[src/rtl/nearest_neighbor_read_sched.sv]
// Read-side scheduler for op_hcompute_nearest_neighbor: walks the {c, y, x} loop nest,
// reads hw_input_stencil_ub combinationally and registers each pixel into a 1-entry
// valid/ready output stage. Latency: issue in cycle N -> out_valid in N+1, 1 pixel/clk.
// Backpressure: a held output stage (out_valid && !out_ready) stalls issue, counters and rd_ctrl.
//
// Ports:
//   clk, rst_n            clock, async active-low reset
//   flush                 sync clear to IDLE, dominates start/issue/accept
//   start                 1-cycle pulse, starts a frame from IDLE
//   busy, done            busy in RUN/DRAIN; done pulses one cycle after the last accept
//   rd_ren, rd_ctrl       read strobe and {x, y, c} ctrl_vars ([2]=x, [1]=y, [0]=c)
//   rd_data               combinational read data from the input buffer
//   out_valid/ready/data  output stage handshake and pixel, with out_x/out_y coordinates
// Optional macro NN_READ_SCHED_PERF_EN adds stall_cnt and frame_cyc performance counters.
module nearest_neighbor_read_sched #(
  parameter int X_EXTENT = 128,
  parameter int Y_EXTENT = 128,
  parameter int C_EXTENT = 1
) (
  input  logic             clk,
  input  logic             rst_n,
  input  logic             flush,
  input  logic             start,
  output logic             busy,
  output logic             done,
  output logic             rd_ren,
  output logic [2:0][15:0] rd_ctrl,
  input  logic [15:0]      rd_data,
  output logic             out_valid,
  input  logic             out_ready,
  output logic [15:0]      out_data,
  output logic [15:0]      out_x,
  output logic [15:0]      out_y
`ifdef NN_READ_SCHED_PERF_EN
  ,
  output logic [31:0]      stall_cnt,
  output logic [31:0]      frame_cyc
`endif
);

  // Wrap points are compared directly; counters never exceed EXTENT-1.
  localparam logic [15:0] X_LAST = 16'(X_EXTENT - 1);
  localparam logic [15:0] Y_LAST = 16'(Y_EXTENT - 1);
  localparam logic [15:0] C_LAST = 16'(C_EXTENT - 1);

  typedef enum logic [1:0] {
    IDLE  = 2'd0,
    RUN   = 2'd1,
    DRAIN = 2'd2,
    DONE  = 2'd3
  } state_t;

  state_t      state_q, state_d;
  logic [15:0] x_q, y_q, c_q;
  logic        x_wrap, y_wrap, c_wrap, last_tuple, accept;

  assign x_wrap     = (x_q == X_LAST);
  assign y_wrap     = (y_q == Y_LAST);
  assign c_wrap     = (c_q == C_LAST);
  assign last_tuple = x_wrap && y_wrap && c_wrap;
  assign accept     = out_valid && out_ready;

  assign rd_ctrl[0] = c_q;
  assign rd_ctrl[1] = y_q;
  assign rd_ctrl[2] = x_q;

  always_ff @(posedge clk or negedge rst_n) begin
    if (!rst_n) begin
      state_q <= IDLE;
    end else begin
      state_q <= state_d;
    end
  end

  always_comb begin
    state_d = state_q;
    rd_ren  = 1'b0;
    busy    = 1'b0;
    done    = 1'b0;
    case (state_q)
      IDLE: begin
        if (start) state_d = RUN;
      end
      RUN: begin
        busy = 1'b1;
        // Issue whenever the output stage is empty or being emptied this cycle.
        rd_ren = !out_valid || out_ready;
        if (rd_ren && last_tuple) state_d = DRAIN;
      end
      DRAIN: begin
        busy = 1'b1;
        // Nothing issues in DRAIN, so this accept is the final pixel of the frame.
        if (accept) state_d = DONE;
      end
      DONE: begin
        done    = 1'b1;
        state_d = IDLE;
      end
      default: state_d = IDLE;
    endcase
    if (flush) state_d = IDLE;
  end

  // Loop nest counters: x innermost, carry ripples into y then c. The last
  // tuple wraps all three, leaving the counters at 0 for the next frame.
  always_ff @(posedge clk or negedge rst_n) begin
    if (!rst_n) begin
      x_q <= '0;
      y_q <= '0;
      c_q <= '0;
    end else if (flush) begin
      x_q <= '0;
      y_q <= '0;
      c_q <= '0;
    end else if (rd_ren) begin
      if (!x_wrap) begin
        x_q <= x_q + 16'd1;
      end else begin
        x_q <= '0;
        if (!y_wrap) begin
          y_q <= y_q + 16'd1;
        end else begin
          y_q <= '0;
          c_q <= c_wrap ? 16'd0 : c_q + 16'd1;
        end
      end
    end
  end

  // Output stage: an issue always refills it (covers simultaneous accept).
  always_ff @(posedge clk or negedge rst_n) begin
    if (!rst_n) begin
      out_valid <= 1'b0;
      out_data  <= '0;
      out_x     <= '0;
      out_y     <= '0;
    end else if (flush) begin
      out_valid <= 1'b0;
      out_data  <= '0;
      out_x     <= '0;
      out_y     <= '0;
    end else if (rd_ren) begin
      out_valid <= 1'b1;
      out_data  <= rd_data;
      out_x     <= x_q;
      out_y     <= y_q;
    end else if (accept) begin
      out_valid <= 1'b0;
    end
  end

`ifdef NN_READ_SCHED_PERF_EN
  // Both counters restart on a frame start and freeze once back in IDLE.
  always_ff @(posedge clk or negedge rst_n) begin
    if (!rst_n) begin
      stall_cnt <= '0;
      frame_cyc <= '0;
    end else if (flush || (state_q == IDLE && start)) begin
      stall_cnt <= '0;
      frame_cyc <= '0;
    end else begin
      if (busy && out_valid && !out_ready && stall_cnt != '1) stall_cnt <= stall_cnt + 32'd1;
      if (state_q != IDLE && frame_cyc != '1) frame_cyc <= frame_cyc + 32'd1;
    end
  end
`endif

endmodule

[config.mk]
export PLATFORM = sky130hd
export DESIGN_NAME = nearest_neighbor_read_sched
export DESIGN_NICKNAME = d
export VERILOG_FILES = /design/src/rtl/nearest_neighbor_read_sched.sv
export SDC_FILE = /design/constraint.sdc
export NUM_CORES = 1
export LEC_CHECK = 0
export BUFFER_PORTS_ARGS = -buffer_cell sky130_fd_sc_hd__buf_2
export CORE_UTILIZATION = 49
export CTS_CLUSTER_DIAMETER = 80
export DETAILED_ROUTE_END_ITERATION = 8
export GPL_TIMING_DRIVEN = 0
export PLACE_DENSITY = 0.85
export SYNTH_ARGS = -nofsm -noshare
export SYNTH_HDL_FRONTEND = slang
export SYNTH_SLANG_ARGS = --single-unit
[constraint.sdc]
create_clock -name clk -period 2.1 [get_ports clk]
set_clock_uncertainty 0.2 [all_clocks]
set_input_delay 0.42 -clock clk [delete_from_list [all_inputs] [get_ports clk]]
set_output_delay 0.42 -clock clk [all_outputs]
set_load 0.005 [all_outputs]
==> metrics.yaml, run 1 <==
status: "finished, violations left"
yosysWarnings: 0
cts-root-buf: "clkbuf_8"
p_int_mw: 3.23
hold_ws_ns: 0.0642
area_growth_pct: 39.0
die_x_um: 104
grt_pass1_wl_um: 24800
yosysMostFrequentCell: "nand2_1"
wl_per_cell_um: 18.6
drt_iter0_markers: 400
core_area_mm2: 0.00991
diodes: 0
r2r_slack_ns: -0.30
grt_pass1_vias: 4941
portBuffers: 120
violations: "negative setup slack"
cts_buffers: 9
cp_max_fo: 10
start_util: 0.511
design_area_mm2: 0.00703
drcViolationCount: 0
clk_pin_slew_ns: 0.11
insertion_delay_ns: 0.38
synth-seq-area-share: 0.490
clockBufferDepth: 2
synthFlopType: "dfrtp_1"
drive_above_1_share: 0.412
cts_max_level: 3
max_freq_mhz: 417
cts.sinks: 99
nets: 762
pwr-share-comb: 0.272
finalSetupViolCount: 42
ios: 121
overflow: 0
dpl_cell_area_mm2: 0.00601
power.density_mw_per_mm2: 684
min_path_type: "in2reg"
rows: 36
syn_area_mm2: 0.00506
critPathRequiredTime_ns: 2.16
synth_nets: 570
dp_cells: 795
path_class: "reg2reg"
antenna_found_initial: 0
worst_slew_pin_slew_ns: 0.601
final_cells: 871
max_cap_violations: 0
fin_util: 0.710
period_share: 1.14
gp_congestion: 0.865
grt_use_total: 0.286
grt_max_degree: 63
ir_worst_vdd_uv: 344
power.switching_mw: 1.58
swShare: 0.328
slew_headroom: 0.600
viasPerCell: 6.05
final-max-slew-violation-count: 0
fin_ws_ns: -0.300
rsz0062_at_grt: "yes"
avgSynthCellArea_um2: 9.35
setup-tns-final_ns: -7.55
cts_tree: "yes"
synthTopCellsByCount: "nand2_1, dfrtp_1, a21oi_1, clkbuf_1"
synth_top_area_frac: 0.490
power.share.clock: 0.298
antenna_left: 0
synth_top_area_cell: "dfrtp_1"
synth_area_leaders: "dfrtp_1, nand2_1, a21oi_1"
hold_viol: 0
ys_ff_latch: 99
wl_um: 16200
dp_hpwl_um: 9630
dr.pass1.iters: 6
synth_edf_count: 0
p_seq_frac: 0.430
fin_crit_ns: 2.40
critical_path_arrival_ns: 2.46
synth.distinct_cells: 56
synthArstFlopShare: 1.00
vias: 5272
die_y_um: 104
start_kind: "flop"
endpoint_kind: "flop"
dieArea_mm2: 0.0107
synth_cells: 541
p_leak_nw: 3.24
n_fill_cell: 679
==> metal layers <==
| metal | wire (µm) | track usage | part of all wire | up-vias |
|---|---|---|---|---|
| met1 | 6460 | 0.375 | 0.40 | 2527 |
| met4 | 652 | 0.133 | 0.040 | 0 |
| met2 | 7900 | 0.472 | 0.49 | 340 |
| li1 | - | - | - | 2334 |
| met5 | 0 | 0 | 0 | - |
| met3 | 1190 | 0.0384 | 0.074 | 71 |
==> critical path: stages, from the launching register on <==
cell	delay, ns
dfrtp_1	0.38
ha_2	0.23
nand4_1	0.17
buf_4	0.21
nor4_4	0.37
a21oi_2	0.17
buf_6	0.17
buf_8	0.14
o21ai_2	0.14
o21ai_1	0.09
==> through the flow <==
stage	power, mW	worst slack [ns]
2_1_floorplan	2.70	-0.170
4_1_cts	4.59	-0.210
6_report	4.81	-0.300
3_5_place_dp	3.07	-0.659
3_3_place_gp	3.02	-0.590
5_1_grt	5.00	-0.361
==> path summary, 6_finish.rpt <==
path,startpoint,to,depth (start not counted)
setup / recovery,x_q[1]$_DFFE_PN0P_,y_q[10]$_DFFE_PN0P_,9
hold / removal,rd_data[13],out_data[13]$_DFFE_PN0P_,3
setup reg to reg,x_q[1]$_DFFE_PN0P_,y_q[10]$_DFFE_PN0P_,9
hold reg to reg,out_x[0]$_DFFE_PN0P_,out_x[0]$_DFFE_PN0P_,2
max in group asynchronous,rst_n,x_q[11]$_DFFE_PN0P_,3
min in group asynchronous,rst_n,out_data[3]$_DFFE_PN0P_,2
==> cells in the final DEF (no fill, tap or decap), types with 7 or more instances in the layout <==
cell,n
nor2_1,16
clkbuf_1,9
dfrtp_1,85
a21oi_1,71
nand3_1,13
buf_4,53
o41ai_2,11
a2111o_1,13
a21o_1,9
inv_1,9
clkbuf_2,7
buf_6,16
clkbuf_8,13
dfrtp_2,14
buf_2,121
nand2_1,123
nand4_1,10
o21ai_1,16
==> power groups by stage <==
stage          clock network [mW]  logic [mW]  registers (mW)
2_1_floorplan                   0       0.575            2.12
3_3_place_gp                    0       0.909            2.11
3_5_place_dp                    0       0.952            2.12
4_1_cts                      1.44        1.08            2.07
5_1_grt                      1.50        1.42            2.08
6_report                     1.43        1.31            2.07
==> layout make-up <==
| type | instances | area, µm² | share of cell area |
|---|---|---|---|
| clock buffers | 9 | 124 | 0.0176 |
| clock inverters | 7 | 109 | 0.0155 |
| well taps | 133 | 166 | 0.0237 |
| plain buffers | 35 | 292 | 0.0414 |
| multi-input cells | 393 | 2650 | 0.377 |
| inverters | 12 | 47.5 | 0.00676 |
| flip-flops and latches | 99 | 2490 | 0.355 |
| repair buffers | 183 | 1150 | 0.163 |
==> sequential cells by signal, indices dropped and copies added, names as in the netlist <==
name / count
c_q: 16
out_data: 16
out_valid: 1
out_x: 16
out_y: 16
state_q: 2
x_q: 16
y_q: 16
==> kinds of logic (layout without fill, tap and decap cells) <==
group | count (synthesis) | in the layout | share of synthesized area
simple gates | 223 | 223 | 0.218
flops | 99 | 99 | 0.490
xor+xnor | 9 | 9 | 0.0156
buf+inv | 49 | 246 | 0.0549
fa+ha+maj | 8 | 8 | 0.0198
mux | 1 | 1 | 0.00198
compound gates | 152 | 152 | 0.201
==> repair_timing <==
action / in CTS / in global routing
endpoints found under the hold margin: 37 / 0
buffers inserted: 36 / 23
resized for setup: 46 / 56
hold buffers: 1 / 0
gates cloned: 3 / 1
endpoints found under the setup margin: 98 / 73
pin swaps: 17 / 20
Power figures use the tool's default switching activity.
==> run 2, diff against run 1 <==
==> config.mk (replaced) <==
export PLATFORM = sky130hd
export DESIGN_NAME = nearest_neighbor_read_sched
export DESIGN_NICKNAME = d
export VERILOG_FILES = /design/src/rtl/nearest_neighbor_read_sched.sv
export SDC_FILE = /design/constraint.sdc
export NUM_CORES = 1
export LEC_CHECK = 0
export CORE_UTILIZATION = 55
export CTS_CLUSTER_DIAMETER = 80
export DETAILED_ROUTE_END_ITERATION = 8
export DONT_BUFFER_PORTS = 1
export GPL_TIMING_DRIVEN = 0
export PLACE_DENSITY = 0.78
export SYNTH_ARGS = -nofsm -noshare
export SYNTH_HDL_FRONTEND = slang
export SYNTH_SLANG_ARGS = --single-unit
==> constraint.sdc (replaced) <==
create_clock -name clk -period 2.55 [get_ports clk]
set_clock_uncertainty 0.2 [all_clocks]
set_input_delay 0.51 -clock clk [delete_from_list [all_inputs] [get_ports clk]]
set_output_delay 0.51 -clock clk [all_outputs]
set_load 0.005 [all_outputs]
==> run 2 against run 1 <==
Effect of this change: largest power group unchanged; final area shrank 21%; routed wire length shrank 19%; register-to-register slack gained 0.37 ns; hold slack lost 0.45 ns; critical endpoint is now c_q[6]$_DFFE_PN0P_; the run ends with design-rule violations, negative hold slack left; critical path depth shrank 3; die area shrank 11%; critical path type unchanged; first-iteration DRC count shrank 27%.
==> metrics.yaml, run 2 (same netlist as run 1, synthesis figures left out) <==
drcViolationCount: 13  # +13
grt_pass1_vias: 4258  # -14%
dr.pass1.iters: 7  # +1
final_common_cell: "nand2_1"
met2_usage: 0.461  # -0.0112
gp_congestion: 0.875  # +1.2%
ios: 121  # unchanged
wl_per_cell_um: 19.5  # +4.9%
overflow: 0  # unchanged
fin_crit_ns: 2.48  # +0.0802 ns
hold_ws_ns: -0.386  # -0.450 ns
cts.sinks: 99  # unchanged
status: "finished, violations left"
dp_cells: 649  # -18%
max_freq_mhz: 403  # -3.2%
die_x_um: 97.9  # -5.5%
max_cap_violations: 0  # unchanged
antenna_left: 0  # unchanged
critical_path_arrival_ns: 2.53  # +0.07 ns
final_cells: 674  # -23%
endpoint_kind: "flop"
diodes: 0  # unchanged
core_area_mm2: 0.00881  # -11%
crit_slowest_cell: "or4_4"
clockBufferDepth: 2  # unchanged
cts_max_level: 3  # unchanged
dieArea_mm2: 0.00959  # -11%
setup-tns-final_ns: 0  # +7.55 ns
vias: 4294  # -19%
antenna_found_initial: 0  # unchanged
grt.busiest_layer: "met2"
period_share: 0.972  # -0.170
hold_viol: 99  # +99
portBuffers: 0  # -100%
slew_headroom: 0.606  # +0.00638
grt_use_total: 0.277  # -0.00886
clk_pin_slew_ns: 0.11  # about the same
wl_um: 13100  # -19%
cts_tree: "yes"
rows: 34  # -5.6%
min_path_type: "in2async"
cts_buffers: 9  # unchanged
grt_max_degree: 100  # +59%
final-max-slew-violation-count: 0  # unchanged
area_growth_pct: 9.72
rsz0062_at_grt: "no"
grt_pass1_wl_um: 21100  # -15%
viasPerCell: 6.37  # +5.3%
finalSetupViolCount: 0  # -100%
start_util: 0.575  # +0.0640
met3_usage: 0.0644  # +0.0260
slowest_delay_ns: 0.57  # +0.19 ns
die_y_um: 97.9  # -5.5%
critPathRequiredTime_ns: 2.60  # +0.44 ns
cts-root-buf: "clkbuf_8"
path_class: "reg2reg"
worst_slew_pin_slew_ns: 0.591  # -0.00956 ns
drt_iter0_markers: 292  # -27%
violations: "design-rule violations, negative hold slack"
start_kind: "flop"
cp_cell_sequence: "or4_4 -> nor4_4 -> a21oi_2 -> buf_6 -> o41ai_1 -> a21oi_1"
drive_above_1_share: 0.150  # -0.262
cp_max_fo: 10  # unchanged
dp_hpwl_um: 8810  # -8.5%
insertion_delay_ns: 0.38  # about the same
grtUsageMet1: 0.346  # -0.0288
p_leak_nw: 2.20  # -32%
power.density_mw_per_mm2: 607  # -11%
layout_common_cells: "nand2_1, dfrtp_1, a21oi_1, clkbuf_1, nor2_1"
ir_worst_vdd_uv: 320  # -7.0%
nets: 590  # -23%
[run 2: final cells by class]
class	count	area (µm²)
fill	742	3250
sequential	99	2490
multi-input combinational	393	2380
buffer	36	249
tap	108	135
clock buffer	9	124
timing repair buffer	10	72.6
clock inverter	7	57.6
inverter	12	45.0
[run 2: final timing paths]
kind                       slack, ns                      end                 start  cells past startpoint
setup / recovery                0.07       c_q[6]$_DFFE_PN0P_   x_q[12]$_DFFE_PN0P_                      6
max in group asynchronous       2.37      x_q[13]$_DFFE_PN0P_                 rst_n                      0
setup reg to reg                0.07       c_q[6]$_DFFE_PN0P_   x_q[12]$_DFFE_PN0P_                      6
hold reg to reg                 0.35     out_x[3]$_DFFE_PN0P_  out_x[3]$_DFFE_PN0P_                      2
hold / removal                 -0.39      c_q[15]$_DFFE_PN0P_                 rst_n                      0
min in group clk                0.05  out_data[0]$_DFFE_PN0P_            rd_data[0]                      2
[run 2: power breakdown]
| group | leakage (nW) | internal (mW) | switching [mW] |
|---|---|---|---|
| clock | 0.0881 | 0.369 | 0.602 |
| combinational | 0.748 | 0.202 | 0.467 |
| sequential | 1.36 | 1.65 | 0.0784 |
| total | 2.20 | 2.22 | 1.15 |
[run 2: critical path: cells and delay by family (launching register included)]
kind                   cells  cell delay (ns)
buffers and inverters      1             0.16
AOI/OAI and AO/OA          3             0.59
DFF                        1             0.49
and+or+nand+nor            2             0.91
[run 2: what timing repair did]
item,CTS,global route
setup buffers,6,4
endpoints found under the hold margin,99,99
resized for setup,10,23
endpoints found under the setup margin,37,34
pin swaps,2,5
[run 2: metal layers]
| layer | routed length, µm | part of all wire |
|---|---|---|
| met5 | 0 | 0 |
| met4 | 216 | 0.016 |
| met3 | 966 | 0.073 |
| met2 | 6560 | 0.50 |
| met1 | 5410 | 0.41 |
[run 2: through the flow]
step	hold WS [ns]	setup WS (ns)	total power, mW	instance area (µm²)	utilization
after CTS	-0.394	0.000668	3.33	5440	0.618
final	-0.386	0.0702	3.37	5550	0.630
after global placement	0.0170	-0.218	2.33	5190	0.590
after floorplan	0.0144	0.234	2.19	5060	-
after global routing	-0.400	0.00284	3.52	5550	0.630
after detailed placement	0.0165	-0.234	2.36	5190	0.590
==> run 3, diff against run 2 <==
--- a/config.mk
+++ b/config.mk
@@ -5,12 +5,14 @@
 export SDC_FILE = /design/constraint.sdc
 export NUM_CORES = 1
 export LEC_CHECK = 0
+export CAP_MARGIN = 5
 export CORE_UTILIZATION = 55
 export CTS_CLUSTER_DIAMETER = 80
 export DETAILED_ROUTE_END_ITERATION = 8
 export DONT_BUFFER_PORTS = 1
 export GPL_TIMING_DRIVEN = 0
 export PLACE_DENSITY = 0.78
+export REMOVE_ABC_BUFFERS = 1
 export SYNTH_ARGS = -nofsm -noshare
 export SYNTH_HDL_FRONTEND = slang
 export SYNTH_SLANG_ARGS = --single-unit
==> run 3 against run 2 <==
Effect of this change: the flow still finishes with violations (design-rule violations, negative hold slack); critical path type unchanged; first-iteration DRC count is 6.8% higher; hold slack got worse by 0.0041 ns; highest routed layer unchanged; combinational power up 8.7%; sequential cell count stayed put; count of clock-buffer cells in the layout is 1 higher; worst setup slack got worse by 0.0026 ns.
==> metrics.yaml, run 3 (same netlist as run 1, synthesis figures left out) <==
status: "finished, violations left"
violations: "design-rule violations, negative hold slack"
grt.busiest_layer: "met2"
endpoint_kind: "flop"
cp_max_fo: 8  # -2
cts_max_level: 3  # unchanged
crit_end: "c_q[5]$_DFFE_PN0P_"
final_common_cell: "nand2_1"
clockBufferDepth: 2  # unchanged
cts.sinks: 99  # unchanged
max_freq_mhz: 403  # -0.11%
met2_usage: 0.447  # -0.0135
portBuffers: 0  # unchanged
max_cap_violations: 0  # unchanged
period_share: 0.973  # +0.00103
wl_um: 12600  # -3.9%
core_area_mm2: 0.00881  # unchanged
drcViolationCount: 14  # +1
fin_util: 0.625  # -0.00568
r2r_slack_ns: 0.07  # about the same
fin_crit_ns: 2.48  # +0.00264 ns
fin_ws_ns: 0.0676  # -0.00264 ns
cts_buffers: 9  # unchanged
r2r-end: "c_q[5]$_DFFE_PN0P_"
cts_tree: "yes"
path_class: "reg2reg"
overflow: 0  # unchanged
p_leak_nw: 2.15  # -2.1%
clk_pin_slew_ns: 0.12  # about the same
drt_iter0_markers: 312  # +6.8%
multi_input_area_mm2: 0.00244  # +2.5%
area_growth_pct: 8.73
min_path_type: "in2async"
wl_per_cell_um: 19.6  # +0.43%
grt_use_total: 0.271  # -0.00645
die_y_um: 97.9  # unchanged
post-place-ws_ns: -0.836  # -0.602 ns
drive_above_1_share: 0.130  # -0.0198
met3_usage: 0.0558  # -0.00859
worstReg2RegStart: "x_q[10]$_DFFE_PN0P_"
diodes: 0  # unchanged
final-max-slew-violation-count: 0  # unchanged
slew_headroom: 0.568  # -0.0383
critical_path_arrival_ns: 2.53  # about the same
start_kind: "flop"
rsz0062_at_grt: "yes"
dieArea_mm2: 0.00959  # unchanged
finalPower_mw: 3.46  # +2.6%
power.density_mw_per_mm2: 628  # +3.5%
dp_hpwl_um: 7560  # -14%
start_util: 0.575  # unchanged
nets: 561  # -4.9%
ir_worst_vdd_uv: 298  # -6.9%
hold_viol: 99  # unchanged
antenna_left: 0  # unchanged
rows: 34  # unchanged
insertion_delay_ns: 0.37  # about the same
final-seq-area_mm2: 0.00248  # -0.15%
antenna_found_initial: 0  # unchanged
viasPerCell: 6.55  # +2.8%
critPathRequiredTime_ns: 2.60  # about the same
grtUsageMet1: 0.358  # +0.0117
grt_pass1_vias: 3982  # -6.5%
grt_max_degree: 100  # unchanged
dr.pass1.iters: 8  # +1
crit_path_start: "x_q[10]$_DFFE_PN0P_"
cts-root-buf: "clkbuf_8"
worst_slew_pin_slew_ns: 0.647  # +0.0557 ns
ff2ff_path_depth: 6  # unchanged
vias: 4225  # -1.6%
gp_congestion: 0.801  # -8.5%
layout_common_cells: "nand2_1, dfrtp_1, a21oi_1, nor2_1, nand3_1"
grt_pass1_wl_um: 20800  # -1.6%
setup-tns-final_ns: 0  # unchanged
finalSetupViolCount: 0  # unchanged
die_x_um: 97.9  # unchanged
hold_ws_ns: -0.390  # -0.00413 ns
ios: 121  # unchanged
n_fill_cell: 716  # -3.5%
ctsHoldBuffers: 1
## run 3: final cells by class
cell class,count,area share
flip-flops and latches,99,0.451
clock buffers,10,0.0250
well taps,108,0.0246
repair buffers,15,0.0343
clock inverters,6,0.0107
multi-input cells,395,0.443
inverters,12,0.0105
## run 3: repair_timing
| action | in CTS | in global routing |
|---|---|---|
| pin swaps | 6 | 7 |
| cloned | 3 | 0 |
| endpoints found under the hold margin | 106 | 99 |
| setup buffers | 6 | 4 |
| resized for setup | 12 | 18 |
| endpoints found under the setup margin | 29 | 34 |
## run 3: layer usage
metal	up-vias	routed length [µm]
met2	199	6410
met5	-	0
li1	1941	-
met3	21	1040
met4	0	165
met1	2064	5010
## run 3: critical path, cell delays in order (launching register included)
cell	delay [ns]
dfrtp_1	0.50
or4_4	0.56
nor4_4	0.26
buf_4	0.19
a21oi_2	0.14
o41ai_1	0.40
a21oi_1	0.11
## run 3: per-stage QoR
stage | instance area, µm² | std cells
after floorplan | 4830 | 504
after global placement | 4960 | 612
after detailed placement | 5020 | 615
after CTS | 5380 | 641
after global routing | 5500 | 645
final | 5500 | 645
## run 3: power by group
part           internal (mW)  switching, mW
Clock                  0.401          0.597
Sequential              1.65         0.0811
Combinational          0.249          0.478
Total                   2.30           1.16
## run 3: worst min path at each step
stage | end | slack, ns | cells past startpoint
6_report | out_x[13]$_DFFE_PN0P_ | -0.39 | 0
5_1_grt | out_x[13]$_DFFE_PN0P_ | -0.41 | 0
2_1_floorplan | c_q[0]$_DFFE_PN0P_ | 0.01 | 0
3_5_place_dp | out_x[13]$_DFFE_PN0P_ | 0.02 | 0
3_3_place_gp | out_x[13]$_DFFE_PN0P_ | 0.02 | 0
4_1_cts | out_x[13]$_DFFE_PN0P_ | -0.39 | 0
